`src/rtl/algo_1r2w_refr_sched_pkg.sv`:
```
// Shared types and sizing for the 1R2W refresh scheduler.
package algo_1r2w_refr_sched_pkg;

  localparam int unsigned NUMPBNK = 4;
  localparam int unsigned NUMRBNK = 2;
  localparam int unsigned BITRBNK = 1;
  localparam int unsigned MAXPEND = 4;
  localparam int unsigned BITPEND = 3;

  typedef enum logic {
    IDLE   = 1'b0,
    ACTIVE = 1'b1
  } refrState_t;

  // Mask with the low nBnk bits set; a round is complete when done|issue equals it.
  function automatic logic [NUMPBNK-1:0] roundMask(input int unsigned nBnk);
    logic [NUMPBNK-1:0] m;
    m = '0;
    for (int unsigned i = 0; i < NUMPBNK; i++) begin
      if (i < nBnk) m[i] = 1'b1;
    end
    return m;
  endfunction

endpackage

```
`src/rtl/algo_1r2w_refr_sched_pend_cnt.sv`:
```
// Saturating pending-tick counter with sticky overflow flag.
module algo_refr_pend_cnt
  import algo_1r2w_refr_sched_pkg::*;
(
  input  logic               clk,
  input  logic               rst,
  input  logic               tick,
  input  logic               roundDone,
  output logic [BITPEND-1:0] pend,
  output logic [BITPEND-1:0] pendNext_c,
  output logic               urgent,
  output logic               ovfl
);

  logic atMax;
  logic accept;
  logic drop;

  // A completing round frees a slot, so a tick at the limit is only dropped without one.
  always_comb begin
    atMax      = (pend == BITPEND'(MAXPEND));
    drop       = tick && atMax && !roundDone;
    accept     = tick && !drop;
    pendNext_c = pend + BITPEND'(accept) - BITPEND'(roundDone);
  end

  always_ff @(posedge clk or posedge rst) begin
    if (rst) begin
      pend   <= '0;
      urgent <= 1'b0;
      ovfl   <= 1'b0;
    end else begin
      pend   <= pendNext_c;
      urgent <= (pendNext_c == BITPEND'(MAXPEND));
      ovfl   <= ovfl | drop;
    end
  end

endmodule

```
`src/rtl/algo_1r2w_refr_sched.sv`:
```
// Refresh scheduler: turns refresh ticks into per-bank refresh commands, round-robin over sub-banks.
module algo_1r2w_refr_sched
  import algo_1r2w_refr_sched_pkg::*;
(
  input  logic                       clk,
  input  logic                       rst,
  input  logic                       refr,
  input  logic [NUMPBNK-1:0]         acc_vld,
  input  logic [NUMPBNK*BITRBNK-1:0] acc_rbnk,
  output logic [NUMPBNK-1:0]         t_refrB,
  output logic [NUMPBNK*BITRBNK-1:0] t_bankB,
  output logic                       ref_urgent,
  output logic                       ref_ovfl,
  output logic [BITPEND-1:0]         ref_pend
);

  refrState_t         state, stateNext;
  logic [BITRBNK-1:0] curRbnk, curRbnkNext;
  logic [NUMPBNK-1:0] done, doneNext, issue;
  logic               roundDone;
  logic [BITPEND-1:0] pendNext;

  algo_refr_pend_cnt uPendCnt (
    .clk        (clk),
    .rst        (rst),
    .tick       (refr),
    .roundDone  (roundDone),
    .pend       (ref_pend),
    .pendNext_c (pendNext),
    .urgent     (ref_urgent),
    .ovfl       (ref_ovfl)
  );

  always_ff @(posedge clk or posedge rst) begin
    if (rst) begin
      state   <= IDLE;
      curRbnk <= '0;
      done    <= '0;
    end else begin
      state   <= stateNext;
      curRbnk <= curRbnkNext;
      done    <= doneNext;
    end
  end

  // Active whenever any refresh is still owed.
  always_comb begin
    stateNext = state;
    if (pendNext != '0) stateNext = ACTIVE;
    else                stateNext = IDLE;
  end

  // Per-bank issue: a bank is skipped only while its own access hits the sub-bank in refresh.
  always_comb begin
    issue       = '0;
    roundDone   = 1'b0;
    doneNext    = done;
    curRbnkNext = curRbnk;
    t_refrB     = '0;
    t_bankB     = '0;
    case (state)
      ACTIVE: begin
        for (int unsigned p = 0; p < NUMPBNK; p++) begin
          issue[p] = !done[p] &&
                     !(acc_vld[p] && (acc_rbnk[p*BITRBNK +: BITRBNK] == curRbnk));
        end
        roundDone = ((done | issue) == roundMask(NUMPBNK));
        if (roundDone) begin
          doneNext    = '0;
          curRbnkNext = (curRbnk == BITRBNK'(NUMRBNK - 1)) ? '0 : curRbnk + BITRBNK'(1);
        end else begin
          doneNext = done | issue;
        end
      end
      default: doneNext = '0;
    endcase
    t_refrB = issue;
    for (int unsigned p = 0; p < NUMPBNK; p++) begin
      t_bankB[p*BITRBNK +: BITRBNK] = issue[p] ? curRbnk : '0;
    end
  end

endmodule

```
`config.mk`:
```
export PLATFORM = sky130hd
export DESIGN_NAME = algo_1r2w_refr_sched
export DESIGN_NICKNAME = d
export VERILOG_FILES = /design/src/rtl/algo_1r2w_refr_sched_pkg.sv /design/src/rtl/algo_1r2w_refr_sched_pend_cnt.sv /design/src/rtl/algo_1r2w_refr_sched.sv
export SDC_FILE = /design/constraint.sdc
export NUM_CORES = 1
export LEC_CHECK = 0
export CORE_AREA = 4 4 41 43
export CTS_BUF_LIST = sky130_fd_sc_hd__clkbuf_16
export CTS_CLUSTER_DIAMETER = 50
export DETAILED_ROUTE_END_ITERATION = 8
export DIE_AREA = 0 0 45 47
export DONT_BUFFER_PORTS = 1
export PLACE_DENSITY = 0.62
export SLEW_MARGIN = 20
export SYNTH_ARGS = -nofsm -noshare
export SYNTH_HDL_FRONTEND = slang
export SYNTH_SLANG_ARGS = --single-unit
```
`constraint.sdc`:
```
create_clock -name clk -period 2.37 [get_ports clk]
set_clock_uncertainty 0.05 [all_clocks]
set_input_delay 0.237 -clock clk [delete_from_list [all_inputs] [get_ports clk]]
set_output_delay 0.237 -clock clk [all_outputs]
set_load 0.1 [all_outputs]
```
**Word-level counts from Yosys, hierarchy flattened**

Index checks and enable logic that the tools add are counted.

- Register bits after elaboration: 11
- Input bits: 11
- Output and inout bits: 13
- Logic and storage cells: 51

- Add/sub/neg operators: 3
- Equality and inequality tests: 7
- Muxes and demuxes: 10
- Bitwise gates (word level): 2
- Reduce and logical (&&, ||, !) cells: 23

Operators with widths:

| kind | count |
|---|---|
| 2-to-1 mux 4 bit | 3 |
| logical AND 1 bit | 11 |
| zero test 1 bit | 10 |
| 2-to-1 mux 1 bit | 7 |
| == test 3 bit, second input constant | 2 |
| == test 1 bit | 4 |
| == test 4 bit, second input constant | 1 |
| bitwise OR 4 bit | 1 |
| adder 3 x 1 -> 3 bit | 1 |
| nonzero test 3 bit | 1 |
| subtractor 3 x 1 -> 3 bit | 1 |
| AND reduction 2 bit | 1 |
| adder 1 bit, second input constant | 1 |
| bitwise OR 1 bit | 1 |

**Depth between registers and ports, before layout**

Gate-level depths: netlist of run 1.

- Depth in word-level cells: 15
- Depth in mapped cells: 11
- Mapped depth without buffers: 10

**Hierarchy**

A second synthesis of run 1 with hierarchy kept.

- Cells, all modules: 58
- Area total of the unflattened synthesis: 670.6 um^2

Modules (own cells, without submodules):

| module | times used | cells an instance | area each (um^2) | sequential area each (um^2) |
|---|---|---|---|---|
| algo_1r2w_refr_sched | 1 | 37 | 417.9 | 150.1 |
| algo_refr_pend_cnt | 1 | 21 | 252.7 | 125.1 |

**Worst setup path before layout of run 1**

OpenSTA, ideal clock, no wires.

- Path kind: reg-to-output
- Start point: reg curRbnk
- End point: out t_bankB[1]
- Data arrival time: 3,759 ps
- Data required time: 2,083 ps
- Slack: -1,676 ps
- Cell stages (with the launch flop): 5
- Buffers on the path: 1
- Cell sequence: dfrtp_1 buf_6 xnor2_1 a211oi_1 and2_2

- Cells in the longest elaborated chain, start to end: 6

Ends and longest elaborated chain:

| item | line | text |
|---|---|---|
| start, declared | algo_1r2w_refr_sched.sv:18 | `logic [BITRBNK-1:0] curRbnk, curRbnkNext;` |
| start signal, assigned | algo_1r2w_refr_sched.sv:41 | `curRbnk <= curRbnkNext;` |
| == test 1 bit | algo_1r2w_refr_sched.sv:65 | `!(acc_vld[p] && (acc_rbnk[p*BITRBNK +: BITRBNK] == curRbnk));` |
| logical AND 1 bit | algo_1r2w_refr_sched.sv:65 |  |
| zero test 1 bit | algo_1r2w_refr_sched.sv:65 |  |
| logical AND 1 bit | algo_1r2w_refr_sched.sv:64 | `issue[p] = !done[p] &&` |
| 2-to-1 mux 4 bit | algo_1r2w_refr_sched.sv:61 | `case (state)` |
| named net t_refrB[1] | algo_1r2w_refr_sched.sv:10 | `output logic [NUMPBNK-1:0] t_refrB,` |
| 2-to-1 mux 1 bit | algo_1r2w_refr_sched.sv:79 | `t_bankB[p*BITRBNK +: BITRBNK] = issue[p] ? curRbnk : '0;` |
| end, declared | algo_1r2w_refr_sched.sv:11 | `output logic [NUMPBNK*BITRBNK-1:0] t_bankB,` |

The timed path passes the listed nets, and every way through them passes these cells.

**Worst setup path in the final report of run 1**

- Start point: reg curRbnk
- End point: reg state

- Cells in the longest elaborated chain, start to end: 15
- Elaborated cells between the ends (all ways): 27
- Those cells by class: 2 x add/sub; 5 x eq/ne; 2 x mux; 1 x bitwise; 17 x reduce/logical

Ends and longest elaborated chain:

| item | line | text |
|---|---|---|
| == test 1 bit | algo_1r2w_refr_sched.sv:65 |  |
| logical AND 1 bit | algo_1r2w_refr_sched.sv:65 |  |
| zero test 1 bit | algo_1r2w_refr_sched.sv:65 |  |
| logical AND 1 bit | algo_1r2w_refr_sched.sv:64 |  |
| bitwise OR 4 bit (*) | algo_1r2w_refr_sched.sv:67 | `roundDone = ((done \| issue) == roundMask(NUMPBNK));` |
| == test 4 bit (*) | algo_1r2w_refr_sched.sv:67 |  |
| 2-to-1 mux 1 bit (*) | algo_1r2w_refr_sched.sv:61 |  |
| zero test 1 bit | algo_1r2w_refr_sched_pend_cnt.sv:22 | `drop = tick && atMax && !roundDone;` |
| logical AND 1 bit | algo_1r2w_refr_sched_pend_cnt.sv:22 |  |
| zero test 1 bit | algo_1r2w_refr_sched_pend_cnt.sv:23 | `accept = tick && !drop;` |
| logical AND 1 bit | algo_1r2w_refr_sched_pend_cnt.sv:23 |  |
| adder 3 x 1 -> 3 bit | algo_1r2w_refr_sched_pend_cnt.sv:24 | `pendNext_c = pend + BITPEND'(accept) - BITPEND'(roundDone);` |
| subtractor 3 x 1 -> 3 bit (*) | algo_1r2w_refr_sched_pend_cnt.sv:24 |  |
| named net pendNext[2] | algo_1r2w_refr_sched.sv:21 | `logic [BITPEND-1:0] pendNext;` |
| nonzero test 3 bit (*) | algo_1r2w_refr_sched.sv:49 | `if (pendNext != '0) stateNext = ACTIVE;` |
| 2-to-1 mux 1 bit (*) | algo_1r2w_refr_sched.sv:49 |  |
| named net stateNext | algo_1r2w_refr_sched.sv:17 | `refrState_t state, stateNext;` |
| end signal, assigned | algo_1r2w_refr_sched.sv:40 | `state <= stateNext;` |
| end, declared | algo_1r2w_refr_sched.sv:17 |  |

Mark *: on every way through the listed nets, which the timed path passes. The rest lies on a longest branch.
A chain may end at the register's enable or synchronous reset.

==> flow_summary.json, run 1 <==
{
  "status": "complete, but fails checks",
  "violations": "setup timing",
  "yosys_warnings": 0,
  "fmax_ghz": 0.364,
  "fin_cells": 99,
  "reg2reg_slack_ps": -380,
  "path_buf_inv": 2,
  "cts_max_level": 1,
  "clock_latency_ps": 240,
  "netlist_area_um2": 609,
  "end_kind": "register",
  "globalRoute.totalOverflow": 0,
  "port_buffers": 0,
  "worstReg2RegStart": "curRbnk$_DFFE_PP0P_",
  "rsz0062_at_grt": "true",
  "holdPathEnd": "done[0]$_DFF_PP0_",
  "synth.most_common_cell": "dfrtp_1",
  "hold_start": "acc_vld[0]",
  "die_x_um": 45,
  "yosysTopAreaCell": "dfrtp_1",
  "setup_ws_ps": -378,
  "max_stage_delay_ps": 410,
  "cp.required_ps": 2430,
  "syn_nets": 65,
  "ys_ff_latch": 11,
  "netlist_top_cells_count": "11 x dfrtp_1, 7 x xnor2_1, 6 x inv_1",
  "cts-root-buf": "clkbuf_16",
  "holdPathStages": 1,
  "path_max_fanout": 4,
  "detail_route.wl_per_cell_um": 18.4,
  "dpl.cell_count": 87,
  "drt-total-wl_um": 1820,
  "start_util_pct": 46.8,
  "slew_viol_final": 0,
  "cap_violations": 0,
  "fin_crit_ps": 2750,
  "drt_pass1_iterations": 4,
  "syn_avg_cell_area_um2": 11.7,
  "grt_max_degree": 12,
  "slew_headroom_pct": 40.8,
  "finalCritPeriodShare_pct": 116,
  "worst-r2r-cell-count": 11,
  "grt_pass1_wl_um": 2660,
  "via_per_inst": 5.41,
  "io_pins": 24,
  "setup.worst_path.start_class": "register",
  "place_congestion": 0.780,
  "antenna_found_initial": 0,
  "synth_sequential_area_ratio_pct": 45.2,
  "async_flop_share_pct": 100,
  "cts_tree": "done",
  "critical_path.slowest_cell": "dfrtp_1",
  "yosys-top-cells-area": "dfrtp_1 45%, xnor2_1 10%, a211oi_1 4.9%",
  "num_rows": 13,
  "detail-route-antenna-nets": 0,
  "area_growth_pct": 85.0,
  "synth-main-ff-cell": "dfrtp_1",
  "num-nets-final": 98,
  "cts_buffers": 3,
  "crit_family": "XOR/XNOR gates",
  "fp.dieH_um": 47,
  "synth_cell_types": 22,
  "core-area_um2": 1300,
  "worstMarginPinSlew_ps": 888,
  "cts.reportedPaths.clkPinSlew_ps": 40,
  "drcViolationCount": 0,
  "hold_class": "in2reg",
  "cts.sinks": 11,
  "synth_top_area_share_pct": 45.2,
  "finalSetupViolCount": 3,
  "track_usage_pct": 17.7,
  "hpwl_um": 1240,
  "via_count": 536,
  "hold_violations": 0,
  "drt-initial-drc-count": 15,
  "worst_path_most_repeated_cell": "xnor2_2",
  "antenna_cells": 0,
  "syn_inst": 52,
  "grt_pass1_vias": 573,
  "synth-edff-count": 0,
  "clockBufferDepth": 2,
  "cp.arrival_ps": 2810,
  "r2r_end": "state$_DFF_PP0_",
  "dieArea_um2": 2120,
  "critPathKind": "reg2reg",
  "crit_path_cell_trace": "buf_6, xnor2_4, a32oi_4, nand4_4, xnor2_1, ha_2, fa_2, xnor2_2, xnor2_2, inv_1, or3_1",
  "drive_gt1_share_pct": 60.7
}
-- cell type report --
cell class                 count  area, um2
fill                          58        174
sequential                    11        275
inverter                       6       22.5
tap                           15       18.8
timing repair buffer          29        278
clock buffer                   3       75.1
multi-input combinational     34        454
clock inverter                 1       3.75
-- registers in the layout (all words and copies together), names as in the netlist --
register / count
done: 4
uPendCnt.pend: 3
curRbnk: 1
state: 1
uPendCnt.ovfl: 1
uPendCnt.urgent: 1
-- cells by family after synthesis --
group	share of synthesized area, %
compound gates	13.6
xor+xnor	12.7
fa+ha+maj	5.34
buf+inv	5.54
flops	45.2
simple gates	17.7
-- through the flow --
step           setup slack [ps]  utilization, %  setup TNS, ps  hold slack, ps  area [um2]
5_1_grt                    -483            86.6           -986            44.8        1130
3_3_place_gp               -265            71.1           -265            74.7         925
3_5_place_dp               -393            71.1           -533            93.8         925
6_report                   -378            86.6           -702            59.4        1130
2_1_floorplan              -238               -           -692            39.4         709
4_1_cts                    -386            81.1           -658            48.1        1050
-- routing by layer --
metal	wire length, um	vias up	share of wire [%]	track usage [%]
met5	0	-	0	0
met4	13	0	0.71	7.02
met3	80	2	4.4	1.92
met2	992	20	54	32.8
met1	735	272	40	21.0
li1	-	242	-	-
-- cells in the final DEF, fill, tap and decap left out, types with 2 or more instances in the layout --
master     Yosys  layout
nor2b_1        2       2
xnor2_1        7       2
nand3b_1       2       2
and2_2         4       4
dfrtp_1       11      11
clkbuf_16      0       3
buf_6          1       2
xnor2_2        1       2
buf_4          0      22
xnor2_4        0       4
a31oi_1        2       2
a211oi_4       0       4
inv_1          6       7
buf_12         0       4
-- worst max-delay path by stage --
stage	startpoint	endpoint	slack (ps)	depth (start not counted)
2_1_floorplan	curRbnk$_DFFE_PP0P_	state$_DFF_PP0_	-240	11
3_3_place_gp	curRbnk$_DFFE_PP0P_	state$_DFF_PP0_	-270	11
3_5_place_dp	curRbnk$_DFFE_PP0P_	state$_DFF_PP0_	-390	11
4_1_cts	curRbnk$_DFFE_PP0P_	state$_DFF_PP0_	-390	11
5_1_grt	curRbnk$_DFFE_PP0P_	state$_DFF_PP0_	-480	11
6_report	curRbnk$_DFFE_PP0P_	state$_DFF_PP0_	-380	11
-- timing repair --
action,4_1_cts,5_1_grt
resized for setup,2,6
setup buffers,4,3
pin swaps,4,5
endpoints found under the hold margin,11,0
endpoints found under the setup margin,3,3
hold buffers,1,0
Power of run 1 is left out: the tool's default activity adds up to more than one toggle a clock period on the data nets, which glitch-free logic cannot reach.
==> inputs of run 2 (changes only) <==
--- a/config.mk
+++ b/config.mk
@@ -11,8 +11,9 @@
 export DETAILED_ROUTE_END_ITERATION = 8
 export DIE_AREA = 0 0 45 47
 export DONT_BUFFER_PORTS = 1
-export PLACE_DENSITY = 0.62
+export PLACE_DENSITY = 0.67
 export SLEW_MARGIN = 20
 export SYNTH_ARGS = -nofsm -noshare
 export SYNTH_HDL_FRONTEND = slang
+export SYNTH_HIERARCHICAL = 1
 export SYNTH_SLANG_ARGS = --single-unit
==> flow_summary.json, run 2 <==
{
  "status": "complete, but fails checks",
  "violations": "setup timing",
  "track_usage_pct": 21.1,
  "synth-main-ff-cell": "dfrtp_1",
  "detail-route-antenna-nets": 0,
  "setup.worst_path.start_class": "register",
  "die_x_um": 45,
  "slew_viol_final": 0,
  "area_growth_pct": 66.8,
  "syn_nets": 71,
  "cp.arrival_ps": 3070,
  "final_util_pct": 86.0,
  "netlist_area_um2": 671,
  "final_cell_mix": "24 x buf_4, 10 x dfrtp_1, 7 x inv_1",
  "path_max_fanout": 8,
  "yosys-top-cells-area": "dfrtp_1 41%, a211oi_1 6.7%, xnor2_1 6.5%",
  "grt.busiest_layer": "met2",
  "final_common_cell": "buf_4",
  "syn_inst": 58,
  "drt_pass1_iterations": 4,
  "hpwl_um": 1310,
  "drcViolationCount": 0,
  "io_pins": 24,
  "largest_reg_flops": 4,
  "antenna_found_initial": 0,
  "drive_gt1_share_pct": 54.9,
  "grt_pass1_vias": 672,
  "ys_ff_latch": 11,
  "clock_latency_ps": 240,
  "yosysTopAreaCell": "dfrtp_1",
  "syn_avg_cell_area_um2": 11.6,
  "synth_top_area_share_pct": 41.0,
  "synth_sequential_area_ratio_pct": 41.0,
  "setup_ws_ps": -591,
  "clockBufferDepth": 2,
  "globalRoute.totalOverflow": 0,
  "finalSetupViolCount": 4,
  "cts_buffers": 3,
  "dieArea_um2": 2120,
  "grt_max_degree": 9,
  "use_met2_pct": 39.3,
  "synth_top_family_by_area": "simple AND/OR/NAND/NOR gates",
  "synth_fa_ha_area_share_pct": 4.85,
  "core-area_um2": 1300,
  "grt_pass1_wl_um": 3040,
  "cts-root-buf": "clkbuf_16",
  "final_area_um2": 1120,
  "synth_xor_area_share_pct": 10.3,
  "drt-total-wl_um": 1940,
  "end_kind": "register",
  "fmax_ghz": 0.338,
  "synth-simple-area-share_pct": 22.4,
  "drt-initial-drc-count": 13,
  "fillers": 63,
  "fin_crit_ps": 2960,
  "fin_hold_ws_ps": 123,
  "num_rows": 13,
  "cts.sinks": 11,
  "use_met1_pct": 21.6,
  "slew_headroom_pct": 38.8,
  "gr-usage-met3_pct": 6.51,
  "detail_route.wl_per_cell_um": 18.3,
  "rsz0062_at_grt": "true",
  "worstMarginPinSlew_ps": 918,
  "yosys_warnings": 6,
  "hold_violations": 0,
  "largest_registers": "done x4, uPendCnt/pend x3",
  "cp.required_ps": 2480,
  "cts.reportedPaths.clkPinSlew_ps": 40,
  "fp.dieH_um": 47,
  "finalCritPeriodShare_pct": 125,
  "antenna_cells": 0,
  "synth-edff-count": 0,
  "critPathKind": "reg2reg",
  "async_flop_share_pct": 100,
  "synth_cell_types": 27,
  "top_register": "done",
  "num-nets-final": 105,
  "cap_violations": 0,
  "dpl-instance-area_um2": 985,
  "synth_compound_area_share_pct": 14.4,
  "via_per_inst": 5.51,
  "synth.most_common_cell": "dfrtp_1",
  "place_congestion": 0.781,
  "cts_max_level": 1,
  "hold_class": "in2reg",
  "muxShareOfSynthArea_pct": 1.49,
  "netlist_top_cells_count": "11 x dfrtp_1, 7 x inv_1, 6 x a211oi_1",
  "cts_tree": "done",
  "via_count": 584,
  "port_buffers": 0,
  "start_util_pct": 51.5,
  "finalSetupTns_ps": -1680
}
==> run 2: per-stage QoR <==
stage / setup slack (ps) / std cells
after floorplan: -389 / 58
after global placement: -475 / 96
after detailed placement: -609 / 96
after CTS: -475 / 103
after global routing: -712 / 106
final: -591 / 106
==> run 2: timing repair <==
item                                    CTS  global route
pin swaps                                 3             2
gates cloned                              0             0
endpoints found under the setup margin    4             4
hold buffers                              1             0
hold endpoints to repair                 11             0
resized for setup                         1             3
buffers inserted                          2             3
==> run 2: logic make-up after synthesis <==
logic type | count (synthesis)
muxes | 1
and+or+nand+nor | 18
AOI/OAI and AO/OA | 11
adders and majority gates | 2
DFF | 11
xor gates and xnor gates | 7
buffers and inverters | 8
==> run 2: cell type report <==
type                       count  area, um2  share of cell area, %
multi-input combinational     39        437                   39.0
sequential                    11        277                   24.7
tap                           15       18.8                   1.68
clock buffer                   3       75.1                   6.71
inverter                       7       26.3                   2.35
timing repair buffer          30        282                   25.2
clock inverter                 1       3.75                  0.336
==> run 2: path summary, 6_finish.rpt <==
path,to,slack [ps],start,cells after the start
worst max-delay path,uPendCnt/urgent$_DFF_PP0_,-590,curRbnk$_DFFE_PP0P_,10
worst min-delay path,uPendCnt/ovfl$_DFF_PP0_,120,refr,1
worst max register to register,uPendCnt/urgent$_DFF_PP0_,-590,curRbnk$_DFFE_PP0P_,10
worst min register to register,done[2]$_DFF_PP0_,530,state$_DFF_PP0_,1
max in group asynchronous,curRbnk$_DFFE_PP0P_,1670,rst,2
min in group asynchronous,uPendCnt/urgent$_DFF_PP0_,360,rst,2
==> run 2: layer usage <==
layer  vias to the layer above  part of all wire (%)
li1                        266                     -
met1                       287                    37
met2                        27                    55
met3                         4                   6.5
met4                         0                   1.3
met5                         -                     0
==> run 2: worst max-delay path, cell delays in order (launching register included) <==
cell and delay, ps:
dfrtp_2 490, xnor2_4 180, a32oi_2 240, nor4b_4 270
nor2b_4 210, o21bai_1 130, ha_2 210, inv_2 40
fa_1 540, or3b_1 380, mux2i_1 130
Power of run 2 is left out for the same reason.
==> inputs of run 3 (changes only) <==
--- a/config.mk
+++ b/config.mk
@@ -5,15 +5,15 @@
 export SDC_FILE = /design/constraint.sdc
 export NUM_CORES = 1
 export LEC_CHECK = 0
+export ABC_CLOCK_PERIOD_IN_PS = 2370
 export CORE_AREA = 4 4 41 43
 export CTS_BUF_LIST = sky130_fd_sc_hd__clkbuf_16
 export CTS_CLUSTER_DIAMETER = 50
 export DETAILED_ROUTE_END_ITERATION = 8
 export DIE_AREA = 0 0 45 47
 export DONT_BUFFER_PORTS = 1
-export PLACE_DENSITY = 0.67
+export PLACE_DENSITY = 0.62
 export SLEW_MARGIN = 20
 export SYNTH_ARGS = -nofsm -noshare
 export SYNTH_HDL_FRONTEND = slang
-export SYNTH_HIERARCHICAL = 1
 export SYNTH_SLANG_ARGS = --single-unit
==> results of run 3 <==
The final DEF is identical to that of run 1; final timing and power are the same.
Power of run 3 is left out for the same reason.
